--- src/rtl/start_pulse_recover.sv ---
// Qualifies a stretched, asynchronous start level into a single-cycle start strobe,
// with glitch rejection, an over-long window flag and a low-gap re-arm rule.
module start_pulse_recover #(
  parameter int MIN_WIDTH = 4,
  parameter int MAX_WIDTH = 64,
  parameter int GAP       = 4
) (
  input  logic       clk,
  input  logic       rst_n,
  input  logic       start_data,
  output logic       start_pulse,
  output logic       start_err,
  output logic       busy,
  output logic [7:0] start_count
);

  typedef enum logic [1:0] {IDLE, QUALIFY, HIGH_WAIT, LOW_GAP} state_t;

  localparam logic [6:0] MIN_W = 7'(MIN_WIDTH);
  localparam logic [6:0] MAX_W = 7'(MAX_WIDTH);
  localparam logic [6:0] GAP_W = 7'(GAP);
  localparam logic [6:0] W_SAT = 7'd127;

  state_t     state_q, state_d;
  logic       q1_q, q2_q;
  logic [6:0] wcnt_q, wcnt_d;
  logic [6:0] gcnt_q, gcnt_d;
  logic       start_pulse_q, start_pulse_d;
  logic       start_err_q, start_err_d;
  logic [7:0] start_count_q, start_count_d;
  logic       s;

  assign s = q2_q;

  always_comb begin
    state_d       = state_q;
    wcnt_d        = wcnt_q;
    gcnt_d        = gcnt_q;
    start_pulse_d = 1'b0;
    start_err_d   = 1'b0;
    start_count_d = start_count_q;
    case (state_q)
      IDLE: begin
        if (s) begin
          state_d = QUALIFY;
          wcnt_d  = 7'd1;
        end
      end
      QUALIFY: begin
        if (!s) begin
          state_d = IDLE;
          wcnt_d  = 7'd0;
        end else if (wcnt_q + 7'd1 == MIN_W) begin
          state_d       = HIGH_WAIT;
          wcnt_d        = wcnt_q + 7'd1;
          start_pulse_d = 1'b1;
          start_count_d = start_count_q + 8'd1;
        end else begin
          wcnt_d = wcnt_q + 7'd1;
        end
      end
      HIGH_WAIT: begin
        if (s) begin
          // Saturation keeps the MAX_W -> MAX_W+1 step from recurring in one window.
          if (wcnt_q != W_SAT) begin
            wcnt_d = wcnt_q + 7'd1;
          end
          if (wcnt_q == MAX_W) begin
            start_err_d = 1'b1;
          end
        end else begin
          state_d = LOW_GAP;
          gcnt_d  = 7'd1;
          wcnt_d  = 7'd0;
        end
      end
      LOW_GAP: begin
        if (s) begin
          gcnt_d = 7'd0;
        end else if (gcnt_q + 7'd1 == GAP_W) begin
          state_d = IDLE;
          gcnt_d  = 7'd0;
        end else begin
          gcnt_d = gcnt_q + 7'd1;
        end
      end
      default: begin
        state_d = IDLE;
        wcnt_d  = 7'd0;
        gcnt_d  = 7'd0;
      end
    endcase
  end

  always_ff @(posedge clk or negedge rst_n) begin
    if (!rst_n) begin
      q1_q          <= 1'b0;
      q2_q          <= 1'b0;
      state_q       <= IDLE;
      wcnt_q        <= 7'd0;
      gcnt_q        <= 7'd0;
      start_pulse_q <= 1'b0;
      start_err_q   <= 1'b0;
      start_count_q <= 8'd0;
    end else begin
      q1_q          <= start_data;
      q2_q          <= q1_q;
      state_q       <= state_d;
      wcnt_q        <= wcnt_d;
      gcnt_q        <= gcnt_d;
      start_pulse_q <= start_pulse_d;
      start_err_q   <= start_err_d;
      start_count_q <= start_count_d;
    end
  end

  assign start_pulse = start_pulse_q;
  assign start_err   = start_err_q;
  assign busy        = (state_q != IDLE);
  assign start_count = start_count_q;

endmodule

--- config.mk ---
export PLATFORM = sky130hd
export DESIGN_NAME = start_pulse_recover
export DESIGN_NICKNAME = d
export VERILOG_FILES = /design/src/rtl/start_pulse_recover.sv
export SDC_FILE = /design/constraint.sdc
export NUM_CORES = 1
export LEC_CHECK = 0
export CAP_MARGIN = 20
export CELL_PAD_IN_SITES_DETAIL_PLACEMENT = 0
export CELL_PAD_IN_SITES_GLOBAL_PLACEMENT = 2
export CORE_UTILIZATION = 37
export DETAILED_ROUTE_END_ITERATION = 7
export GPL_TIMING_DRIVEN = 0
export HOLD_SLACK_MARGIN = 0.12
export PLACE_DENSITY_LB_ADDON = 0.15
export SETUP_SLACK_MARGIN = 0.5
export SKIP_LAST_GASP = 1
export SLEW_MARGIN = 20
export SYNTH_ARGS = -nofsm -noshare
export SYNTH_HDL_FRONTEND = slang
export SYNTH_SLANG_ARGS = --single-unit
--- constraint.sdc ---
create_clock -name clk -period 1.9 [get_ports clk]
set_input_delay 0.38 -clock clk [delete_from_list [all_inputs] [get_ports clk]]
set_output_delay 0.38 -clock clk [all_outputs]
set_load 0.01 [all_outputs]
== Yosys cells after proc, flatten, opt, wreduce, memory -nomap -nowiden ==
Cells that the tools add are included.

* Register bits: 28
* Input bits: 3
* Output and inout bits: 11
* Logic and storage cells: 54

* Add/subtract/negate cells: 3
* Equality and inequality tests: 13
* Muxes and demuxes: 22
* Reductions and logical operators: 8

{| class="wikitable"
|+ Operators with widths
! kind !! number
|-
| 7-bit two-way mux || 7
|-
| 7-bit case mux with 3 select lines || 1
|-
| 7-bit by 1-bit adder with 7-bit output, second input constant || 2
|-
| 7-bit by 3-bit == test with 1-bit output, second input constant || 2
|-
| 7-bit case mux with 2 select lines || 1
|-
| 2-bit two-way mux || 6
|-
| 8-bit by 1-bit adder with 8-bit output, second input constant || 1
|-
| 2-bit inequality test, second input constant || 4
|-
| 2-bit case mux with 4 select lines || 1
|-
| 7-bit == test, second input constant || 1
|-
| 7-bit inequality test, second input constant || 1
|-
| 1-bit two-way mux || 6
|-
| 3-bit inequality test, second input constant || 2
|-
| 3-bit AND reduction || 2
|-
| 5-bit AND reduction || 1
|-
| 2-bit == test, second input constant || 2
|-
| 2-bit nonzero test || 2
|-
| 3-bit nonzero test || 1
|-
| 2-bit by 1-bit == test with 1-bit output, second input constant || 1
|-
| 2-bit logical NOT || 1
|-
| 2-bit AND reduction || 1
|}

== Longest topological paths before layout ==
* Depth in word-level cells: 5
* Depth in mapped cells: 7
* Mapped depth without buffers: 6

== Least setup slack after synthesis ==
No wires, ideal clock.

* Path kind: reg2reg
* Start: register state_q[0]
* End: register wcnt_q[2]
* Setup time: 0.133 ns
* Arrival time: 1.550 ns
* Data required time: 1.767 ns
* Path slack: 0.217 ns
* Stages on the path, launching flop included: 7
* Buffers on the path: 0
* Period minus slack after synthesis: 1.683 ns
* Path through: dfrtp_1 inv_1 ha_1 nand2_1 nor4_4 or3_4 o21ai_0

* Word-level cells in the longest chain between the ends: 3
* Elaborated cells between the ends (all ways): 8
* Those cells by class: 4 x eq/ne; 1 x mux; 3 x reduce/logical

{| class="wikitable"
|+ RTL lines
! element !! RTL line !! source
|-
| from (decl) || 24 || <nowiki>state_t state_q, state_d;</nowiki>
|-
| from (signal assigned) || 108 || <nowiki>state_q <= state_d;</nowiki>
|-
| 2-bit == test (tied with other cells) || 42 || <nowiki>case (state_q)</nowiki>
|-
| 3-bit inequality test (no line) (tied with other cells) || - ||
|-
| 3-bit AND reduction (no line) || - ||
|-
| to (signal assigned) || 109 || <nowiki>wcnt_q <= wcnt_d;</nowiki>
|-
| to (decl) || 26 || <nowiki>logic [6:0] wcnt_q, wcnt_d;</nowiki>
|}

Parallel ways exist; a longest one is shown, timed or not.
A chain may end at the register's enable or synchronous reset.

==> impl_results.md <==
* Placed insts at 209
* DIE WIDTH at 66.4 um
* Register area share after synthesis at 45.7%
* # IOs at 14
* CP delay by family, top: simple AND/OR/NAND/NOR gates
* Hold Buf Count CTS at 0
* CTS tree: built
* Via-to-Cell Ratio at ~5.2
* CP max-delay cell: dfrtp_2
* Routed wire length at 3.75 mm
* Setup crit end kind: flop
* Clk pin slew, worst setup/hold paths at about 0.10 ns
* GRT met1 Usage at a little under a quarter
* Most frequent cell after synthesis: dfrtp_1
* Worst setup SP type: flop
* Final cycle utilization of the critical path at around 90%
* Syn Area/Cell at 10.5 um^2
* Std cell rows at 23
* Max rail drop VDD at between 0.0005 and 0.0006 V
* Fin. max-slew vios at 0
* Status: finished, final reports clean
* Nets at 208
* Root buffer cell: clkbuf_8
* Sequential Power Share at 31.1%
* Power share of the clock group at 19.7%
* Final Cell Area at approximately 0.0023 mm^2
* Antenna diode count at 0
* CP max stage delay at 0.43 ns
* Max_cap viols at 0
* RSZ-0062 raised after global routing: yes
* Mapped Nets at 158
* Num Clock Sinks at 28
* Cell Area, Synth at 0.00153 mm^2
* Compound-cell area share of the yosys netlist at 13.5%
* Top post-synthesis cells by area: dfrtp_1 (46%), ha_1 (7.3%), xnor2_1 (4.6%), nand3_1 (2.9%), o31ai_1 (2.9%)
* Crit Path Category: reg -> reg
* GR peak layer: met2
* Vias in the first global route at 1244
* Largest family of logic cells by synthesized area: simple AND/OR/NAND/NOR gates
* Slew headroom at 58.3%
* Fraction of layout cells with a size suffix above 1 at between 40 and 50%
* Switching part of the total at 35.8%
* Logic pwr share at 49.2%
* Fin util at 57.6%
* Max clock buf depth at 2
* Total gr overflow at 0
* Share of the synthesized area in the top cell type at 45.7%
* Primary FF master, synth: dfrtp_1
* Synth Area in Simple Gates at 22.1%
* Core Region at between 0.004 and 0.005 mm^2
* Post-route ant nets at 0
* Largest net degree at the start of global routing at 29
* EDFF count, synth at 0
* # DRC at 0
* Mux share of post-synthesis cell area at ~2.0%
* Global routing usage on met2 at 30.1%
* Drt pass-1 iters at 4
* Worst-Margin Slew at 0.626 ns
* Final min period at ~1.7 ns
* Synth Area in Adders at between 7 and 8%
* Total Power at 2.42 mW
* Clock Latency Late Sink at 0.28 ns
* Commonest cells in the netlist: dfrtp_1 (28), nand2_1 (11), ha_1 (9), nand3_1 (9)
* Die footprint at about 0.0044 mm^2
* Highest clock rate at ~0.59 GHz
* Wirelength per Cell at 15.3 um
* Synth Instances at 146
* Cell taking the most area after synthesis: dfrtp_1
* Xor and xnor area share after synthesis at between 6 and 7%
* Final Hold Vio Count at 0
* Routing usage on met3 at ~2.2%
* H-tree depth at 1
* Num CTS Buffers at 3
* GRT Resource Usage Total at 17.7%
* Int Pwr at 1.56 mW
* Initial antenna violation count at 0
* CP cell instances: buf_6 -> ha_4 -> nand2_4 -> nor4_4 -> buf_4 -> or3_4 -> o41ai_2
* Area growth syn-to-layout at 50.2%
* CP bufs+invs at 2
* Setup TNS at 0 ns
* Setup-failing EPs final at 0
* Placed cell area at 0.00177 mm^2
* Power density cells at 1050 mW/mm^2
* Switching Power at slightly below 0.9 mW
* Initial DRC count at 59
* Hold Path Class: in -> async
* Non-filler cells, final at ~250
* IO buf count at 13
* Yosys cell types at 39
* Routed via count at around 1300
* Critical-path maximum fanout at 5
* Ys async rst share at 100%
* Clock Skews at 0.00464 ns
* Synthesis Warnings at 0
* Post-DP HPWL at 2.14 mm
* Seq cells post-synth at 28
* Data required, critical path at 2.08 ns
* Initial core utilization at 38.3%
* Die span in y at between 60 and 70 um
* P_leak at 1.07 nW
* Gp weighted congestion at just under 0.8
* First-pass GRT wire length at 5.87 mm
* Crit path DAT at between 1.5 and 2 ns
[state kept, by name (all words and copies together), names as in the netlist, named ones only]
signal,flops
start_count,8
q2_q,1
gcnt_q,7
start_err,1
state_q,1
start_pulse,1
q1_q,1
wcnt_q,7
[kinds of logic (layout without fill, tap and decap cells)]
group                      Yosys count  in the layout
AOI/OAI and AO/OA                   30             30
xor gates and xnor gates            11             11
adders and majority gates            9              9
buffers and inverters               10             59
DFF                                 28             28
muxes                                3              3
and+or+nand+nor                     55             55
[path summary, 6_finish.rpt]
kind	to	slack, ns	depth (start not counted)
worst max register to register	wcnt_q[5]$_DFFE_PN0P_	0.21	7
min in group clk	q2_q$_DFF_PN0_	0.36	0
max in group asynchronous	q2_q$_DFF_PN0_	1.35	1
worst min register to register	q2_q$_DFF_PN0_	0.36	0
worst min-delay path	start_count[5]$_DFFE_PN0P_	0.10	1
worst max-delay path	wcnt_q[5]$_DFFE_PN0P_	0.21	7
[placed cells by master, fill, tap and decap left out, drive strengths merged, types with 2 or more instances in the layout]
cell         instances
xor2                 3
clkbuf               3
xnor2                8
dlygate4sd2          9
a21oi                7
o2bb2ai              2
buf                 36
nor3                 3
nor2                 6
and3                 5
o21ai                9
nor4                 3
nand3               10
ha                   9
inv                  8
nand2               11
dfrtp               28
nand4                3
mux2i                2
nor2b                5
or3                  2
o31ai                6
nand2b               2
[metrics by stage]
stage | worst slack, ns | hold slack, ns
floorplan | 0.357 | 0.0844
global placement | -0.0117 | 0.336
detailed placement | 0.107 | 0.335
CTS | 0.194 | 0.131
global route | 0.156 | 0.152
finish | 0.214 | 0.104
[final cells by class]
cell class | instances | area [um^2]
clock inverters | 1 | 30.0
well taps | 50 | 62.6
plain buffers | 2 | 22.5
repair buffers | 45 | 389
fillers | 342 | 1700
multi-input cells | 108 | 1020
clock buffers | 3 | 41.3
inverters | 8 | 32.5
flip-flops and latches | 28 | 709
[timing repair]
item                       CTS  global route
setup endpoints to repair   35            24
gates resized for setup     49            29
pin swaps                    9            13
buffers inserted            23             8
gates cloned                 1             0
[power groups by stage]
stage,Combinational [mW],Clock [mW],Sequential [mW]
6_report,1.19,0.476,0.754
5_1_grt,1.29,0.513,0.768
4_1_cts,1.00,0.490,0.753
3_5_place_dp,0.707,0,0.800
3_3_place_gp,0.696,0,0.796
2_1_floorplan,0.494,0,0.784
[metal layers]
layer	vias to the layer above	routed length (um)
li1	623	-
met1	625	1640
met2	27	2000
met3	2	90
met4	0	20
met5	-	0
Note: power is estimated with default switching activity, not from simulation.
